===== src/rtl/cpu_pkg.sv =====
// Shared opcode/phase definitions and the control-word layout for the CPU sequencer.
// Latency: n/a (types and constants only).
// Backpressure: n/a.
package cpu_pkg;

  localparam int PHASE_W = 3;

  typedef enum logic [2:0] {
    OP_HLT = 3'd0,
    OP_SKZ = 3'd1,
    OP_ADD = 3'd2,
    OP_AND = 3'd3,
    OP_XOR = 3'd4,
    OP_LDA = 3'd5,
    OP_STO = 3'd6,
    OP_JMP = 3'd7
  } opcode_t;

  typedef enum logic [PHASE_W-1:0] {
    PH_INST_ADDR  = 3'd0,
    PH_INST_FETCH = 3'd1,
    PH_INST_LOAD  = 3'd2,
    PH_IDLE       = 3'd3,
    PH_OP_ADDR    = 3'd4,
    PH_OP_FETCH   = 3'd5,
    PH_ALU_OP     = 3'd6,
    PH_STORE      = 3'd7
  } phase_t;

  // One bit per control line, ordered as the top-level output list.
  typedef struct packed {
    logic sel;
    logic rd;
    logic ld_ir;
    logic inc_pc;
    logic ld_pc;
    logic data_e;
    logic ld_ac;
    logic wr;
    logic halt;
  } ctrl_t;

  // Opcodes that read an operand from memory and load the accumulator.
  function automatic logic is_aluop(opcode_t op);
    return (op == OP_ADD) || (op == OP_AND) || (op == OP_XOR) || (op == OP_LDA);
  endfunction

endpackage


===== src/rtl/cpu_phase_counter.sv =====
// Eight-phase instruction cycle counter with a sticky halt freeze at the operand-address phase.
// Latency: phase advances one step per clock; halt takes effect on the edge in phase 4.
// Backpressure: none; free-running until halted, only reset releases a halt.
module cpu_phase_counter
  import cpu_pkg::*;
(
  input  logic   clk,
  input  logic   rst,
  input  logic   hlt_op,
  output phase_t phase,
  output logic   halted,
  output logic   wrap
);

  // Step through the phases; a HLT seen in phase 4 locks the counter there.
  always_ff @(posedge clk or posedge rst) begin
    if (rst) begin
      phase  <= PH_INST_ADDR;
      halted <= 1'b0;
    end else if (!halted) begin
      if (phase == PH_OP_ADDR && hlt_op) begin
        halted <= 1'b1;
      end else begin
        phase <= phase_t'(phase + 3'd1);
      end
    end
  end

  // Marks the 7->0 step, i.e. one instruction retiring.
  assign wrap = (phase == PH_STORE) && !halted;

endmodule


===== src/rtl/cpu_sequencer.sv =====
// Control sequencer: decodes phase/opcode/zero into datapath controls and counts retired instructions.
// Latency: controls are combinational from phase and inputs; counter updates on the 7->0 edge.
// Backpressure: none; the instruction cycle is fixed at eight clocks and the counter saturates.
module cpu_sequencer
  import cpu_pkg::*;
#(
  parameter int CNT_W = 16
) (
  input  logic             CLK,
  input  logic             RST,
  input  logic [2:0]       OPCODE,
  input  logic             ZERO,
  output logic             SEL,
  output logic             RD,
  output logic             LD_IR,
  output logic             INC_PC,
  output logic             LD_PC,
  output logic             DATA_E,
  output logic             LD_AC,
  output logic             WR,
  output logic             HALT,
  output logic [2:0]       PHASE,
  output logic [CNT_W-1:0] INSTR_CNT
);

  opcode_t          op;
  phase_t           phase;
  logic             halted;
  logic             wrap;
  logic             aluop;
  ctrl_t            ctrl;
  logic [CNT_W-1:0] instr_cnt;

  assign op    = opcode_t'(OPCODE);
  assign aluop = is_aluop(op);

  cpu_phase_counter u_phase (
    .clk    (CLK),
    .rst    (RST),
    .hlt_op (op == OP_HLT),
    .phase  (phase),
    .halted (halted),
    .wrap   (wrap)
  );

  // Decode the current phase into control lines; a halted machine drives only HALT.
  always_comb begin
    ctrl = '0;
    if (halted) begin
      ctrl.halt = 1'b1;
    end else begin
      case (phase)
        PH_INST_ADDR: begin
          ctrl.sel = 1'b1;
        end
        PH_INST_FETCH: begin
          ctrl.sel = 1'b1;
          ctrl.rd  = 1'b1;
        end
        PH_INST_LOAD, PH_IDLE: begin
          ctrl.sel   = 1'b1;
          ctrl.rd    = 1'b1;
          ctrl.ld_ir = 1'b1;
        end
        PH_OP_ADDR: begin
          ctrl.inc_pc = (op != OP_HLT);
          ctrl.halt   = (op == OP_HLT);
        end
        PH_OP_FETCH: begin
          ctrl.rd = aluop;
        end
        PH_ALU_OP: begin
          ctrl.rd     = aluop;
          ctrl.inc_pc = (op == OP_SKZ) && ZERO;
          ctrl.ld_pc  = (op == OP_JMP);
          ctrl.data_e = (op == OP_STO);
        end
        PH_STORE: begin
          ctrl.rd     = aluop;
          ctrl.ld_ac  = aluop;
          ctrl.inc_pc = (op == OP_JMP);
          ctrl.ld_pc  = (op == OP_JMP);
          ctrl.data_e = (op == OP_STO);
          ctrl.wr     = (op == OP_STO);
        end
      endcase
    end
  end

  assign {SEL, RD, LD_IR, INC_PC, LD_PC, DATA_E, LD_AC, WR, HALT} = ctrl;
  assign PHASE = phase;

  // Count retired instructions, holding at all-ones once full.
  always_ff @(posedge CLK or posedge RST) begin
    if (RST) begin
      instr_cnt <= '0;
    end else if (wrap && !(&instr_cnt)) begin
      instr_cnt <= instr_cnt + CNT_W'(1);
    end
  end

  assign INSTR_CNT = instr_cnt;

endmodule


===== config.mk =====
export PLATFORM = sky130hd
export DESIGN_NAME = cpu_sequencer
export DESIGN_NICKNAME = d
export VERILOG_FILES = /design/src/rtl/cpu_pkg.sv /design/src/rtl/cpu_phase_counter.sv /design/src/rtl/cpu_sequencer.sv
export SDC_FILE = /design/constraint.sdc
export NUM_CORES = 1
export LEC_CHECK = 0
export ABC_AREA = 1
export CORE_UTILIZATION = 49
export DETAILED_ROUTE_END_ITERATION = 8
export PLACE_DENSITY = 0.78
export SLEW_MARGIN = 20
export SYNTH_ARGS = -nofsm -noshare
export SYNTH_HDL_FRONTEND = slang
export SYNTH_SLANG_ARGS = --single-unit

===== constraint.sdc =====
create_clock -name CLK -period 1.8 [get_ports CLK]
set_input_delay 0.36 -clock CLK [delete_from_list [all_inputs] [get_ports CLK]]
set_output_delay 0.36 -clock CLK [all_outputs]
set_load 0.02 [all_outputs]

; Word-level counts from Yosys, hierarchy flattened
; Index checks and enable logic that the tools add are counted.
[op_classes]
addsub = 2
eq_ne = 14
mux = 11
bitwise = 2
reduce_logical = 19
[ops]
columns = op, count
row1 = "== test 3 bit, second input constant", 8
row2 = "adder 16 x 1 -> 16 bit, second input constant", 1
row3 = AND reduction 16 bit, 1
row4 = "== test 3 x 2 -> 1 bit, second input constant", 4
row5 = two-way mux 8 bit, 1
row6 = "== test 3 x 1 -> 1 bit, second input constant", 2
row7 = zero test 3 bit, 2
row8 = two-way mux 1 bit, 6
row9 = OR reduction 3 bit, 2
row10 = logical AND 1 bit, 4
row11 = two-way mux 2 bit, 2
row12 = OR reduction 2 bit, 2
row13 = OR reduction 4 bit, 1
row14 = "adder 3 x 1 -> 3 bit, second input constant", 1
row15 = logical OR 1 bit, 3
row16 = case mux 1 bit (3 select lines), 1
row17 = nonzero test 3 bit, 1
row18 = zero test 1 bit, 2
row19 = inverter 1 bit, 2
row20 = case mux 1 bit (2 select lines), 1
row21 = AND reduction 2 bit, 1
[totals]
ff_bits = 20
input_bits = 6
wordCells = 51

; Depth between registers and ports, before layout
[logic_depth]
depth_word = 6
mapped_depth = 9

; By module
; A second synthesis with hierarchy kept.
[hier_totals]
cells_unflattened = 206
hier_area_um2 = 1400.1
[modules_own_cells]
columns = mod, instances, cells_per_inst, area_each_um2
row1 = cpu_sequencer, 1, 182, 1186.1
row2 = cpu_phase_counter, 1, 24, 214.0

; Least setup slack after synthesis
; OpenSTA, ideal clock, no wires.
[synth_timing]
path_type = flip-flop to output port
startpoint = register u_phase.phase[1]
endpoint = output port LD_AC
t_arrival_ns = 1.509
setup_slack_ns = -0.069
stages_incl_launch_ff = 5
n_path_buf = 0
path_cell_list = dfrtp_1 ha_1 ha_1 nand2_1 nor3_1
[synth_via]
elab_chain_cells = 3
[synth_rtl]
columns = element, line_no
row1 = from (decl), cpu_phase_counter.sv:10  ; output phase_t phase,
row2 = from (signal assigned), cpu_phase_counter.sv:24  ; phase <= phase_t'(phase + 3'd1);
row3 = == test 3 bit, cpu_sequencer.sv:52  ; case (phase)
row4 = two-way mux 2 bit, cpu_sequencer.sv:52
row5 = two-way mux 8 bit, cpu_sequencer.sv:49  ; if (halted) begin
row6 = to (decl), cpu_sequencer.sv:19  ; output logic LD_AC,
; Every way passes these cells.

; Final worst setup path
[layout_timing]
startpoint = register u_phase.phase[1]
endpoint = output port RD
[layout_via]
elab_chain_cells = 4
elab_cells_between_ends = 10
cone_classes = eq/ne (6) / mux (2) / reduce/logical (2)
[layout_rtl]
columns = element, line_no
row1 = == test 3 bit (tied with other cells), cpu_sequencer.sv:52
row2 = OR reduction 3 bit (no line), -
row3 = case mux 1 bit (2 select lines) (*), cpu_sequencer.sv:52
row4 = two-way mux 8 bit (*), cpu_sequencer.sv:49
row5 = to (decl), cpu_sequencer.sv:14  ; output logic RD,
; Every way passes the cells marked *; elsewhere a longest branch is shown, timed or not.

==> summary.txt <==
Status
  – Status: finished, violations left
  – Failing checks: negative setup slack

Floorplan
  – Initial Util: 0.539
  – Rows: 18
  – Horiz. Die Dim: 55.2 um
  – Die ar.: 3040 sq um
  – Core ar.: between 2000 and 3000 sq um
  – Die height: 55.2 um
  – Ports: 34

Logic synthesis
  – Netlist Area Pre-Place: 1390 sq um
  – Post-synthesis sequential area ratio: 0.361
  – Synth Instances: 194
  – Async S/R FF share, synth: 1.00
  – Post-synth EDFFs: 0
  – Number of synthesis warnings: 0
  – Synth top area share: 0.361
  – Top FF cell, synth: dfrtp_1
  – Synth unique cells: 25
  – Syn nets: 207
  – Post-synthesis register bit count: 20
  – Ranking of synthesized cells by area: dfrtp_1, nand2_1, nor2_1
  – Syn Area/Cell: 7.14 sq um
  – Area leader, netlist: dfrtp_1

Power and ir drop
  – LEAKAGE: 1.01 nW
  – Sequential fraction of design power: 0.649
  – Psw: 0.146 mW
  – Clock network fraction of total power: 0.293
  – Sw frac: 0.211
  – Pint: between 0.5 and 0.6 mW
  – Power share of the combinational group: 0.059
  – Worst VDD drop: 0.409 mV
  – Pwr Density: 343 nW/um^2

Layout
  – Area occupied by multi-input gates: between 800 and 900 sq um
  – Area Growth Syn to Fin: 45.7%
  – Post-layout util: 0.786
  – Post-route cell area: around 2000 sq um
  – FILL cells: roughly 170
  – # diodes: 0
  – Most common cell after layout, fill and taps aside: nand2_1
  – Fraction of layout cells with a size suffix above 1: 0.269
  – Fin nets: 264
  – Most frequent cells in the layout: nand2_1, buf_4, nor2_1
  – Register area: 503 sq um

Placed design
  – Final estimated routing congestion in global placement: 0.825
  – Pre-CTS setup slack: -526 ps
  – I/O Buffers: 33
  – Cell Area, Placed: 1880 sq um
  – Hpwl dp: 2480 um

Worst setup path
  – Critical path class: reg2out
  – Critical Path RT: 1440 ps
  – Peak fanout along the critical path: 4
  – Crit path capture type: primary output
  – Worst Setup Start Kind: flop
  – CP arrival: 1590 ps

Timing
  – Max-slew violations: 0
  – Worst Tran Pin Value: 386 ps
  – Worst Slack Setup Final: -152 ps
  – Min Clock Period, post-route: 1950 ps
  – # setup viols final: 5
  – Peak Freq: between 500 and 600 MHz
  – Clock Skew: 3.12 ps
  – Fin. Hold Viols: 0
  – Sum Neg Setup Slack: -424 ps
  – Max transition margin: 0.741
  – Final Cycle Share: 1.08
  – RSZ-0062 raised after global routing: true

Routing
  – Top sig layer: met4
  – Residual DRC: 0
  – Met3 routed WL: 129 um
  – WL final: 3470 um
  – Routed Antenna Nets: 0
  – Met1 wire length: 1570 um
  – Vias: 1,428
  – Starting DRT DRC Count: 44
  – Vias per cell: around 5
  – WL met2: 1760 um
  – Initial DRT Pass Iterations: 5
  – Routed WL per cell: 12.4 um

Global routing
  – Grt total ovfl: 0
  – Initial antenna violation count: 0
  – First-pass GRT wire length: 5270 um
  – Vias in the first global route: 1,247
  – All-Layer GR Usage: 0.243
  – Largest net degree at the start of global routing: 21

Clock tree
  – Sink Count: 20
  – Clk Latency, worst-skew pair: 290 ps
  – H-tree Lvls: 1
  – Worst-path clk slew: 100 ps
  – Root Buffer: clkbuf_4
  – Clock Path Buffers: 2
  – Post-CTS Hold Fix Bufs: 0
  – Total CTS buffers: 3
  – CTS tree: yes

Hold path
  – Worst hold path class: in2async

Run
  – Max cap viols: 0
cell families (layout without fill, tap and decap cells):
group,Yosys count,count (layout),share of synthesized area
simple gates,122,122,0.384
buf+inv,23,78,0.0732
flops,20,20,0.361
compound gates,14,14,0.0678
xor+xnor,8,8,0.0506
fa+ha+maj,7,7,0.0632
state kept, by name, summed over array words and instances (netlist names):
| signal | flops |
|---|---|
| INSTR_CNT | 16 |
| u_phase.phase | 3 |
| u_phase.halted | 1 |
cell usage after synthesis, types with 2 or more instances:
master and number:
a21oi_1 2, buf_6 2, dfrtp_1 20, ha_1 7, inv_1 20, nand2_1 68
nand3_1 11, nand4_1 7, nor2_1 26, nor2_4 2, nor3_1 3, o21ai_0 6
o21ai_2 2, xnor2_1 7
critical path, stage by stage, from the launching register on:
cell	delay, ps
dfrtp_2	470
ha_2	210
ha_4	170
o31ai_2	210
a21oi_1	90
buf_4	160
power by group through the flow:
stage / registers (mW) / clock network, mW / logic [mW]
floorplan: 0.458 / 0 / 0.0130
global placement: 0.458 / 0 / 0.0371
CTS: 0.449 / 0.211 / 0.0395
detailed placement: 0.458 / 0 / 0.0388
finish: 0.449 / 0.203 / 0.0407
global route: 0.449 / 0.227 / 0.0453
worst paths after layout:
path                                                      to  depth (start not counted)                          from  slack [ps]
worst min-delay path            u_phase.phase[0]$_DFFE_PP0P_                          3                           RST         440
worst max register to register     INSTR_CNT[11]$_DFFE_PP0P_                          6  u_phase.phase[0]$_DFFE_PP0P_         170
worst min register to register      INSTR_CNT[8]$_DFFE_PP0P_                          1      INSTR_CNT[8]$_DFFE_PP0P_         550
min in group CLK                    INSTR_CNT[8]$_DFFE_PP0P_                          1      INSTR_CNT[8]$_DFFE_PP0P_         550
max in group asynchronous       u_phase.phase[2]$_DFFE_PP0P_                          3                           RST        1140
worst max-delay path                                      RD                          5  u_phase.phase[1]$_DFFE_PP0P_        -150
metal layers:
layer  vias to the layer above  track usage
met4                         0       0.0667
li1                        724            -
met5                         -            0
met1                       668        0.325
met3                         2       0.0246
met2                        34        0.414
layout make-up:
cell class	instances	area share
Clock buffer	3	0.0112
Inverter	20	0.0372
Multi-Input combinational cell	151	0.436
Sequential cell	20	0.249
Tap cell	30	0.0186
Timing Repair Buffer	55	0.247
repair_timing:
| action | 4_1_cts | 5_1_grt |
|---|---|---|
| gates resized for setup | 49 | 33 |
| buffers inserted | 1 | 2 |
| pin swaps | 2 | 9 |
| setup endpoints to repair | 22 | 13 |
through the flow:
step                      hold WS [ps]  instances  power [mW]
final                              436        279       0.692
after global routing               475        279       0.721
after CTS                          408        278       0.699
after detailed placement           532        274       0.497
after global placement             532        274       0.495
after floorplan                    324        194       0.471
Note: power is estimated with default switching activity, not from simulation.
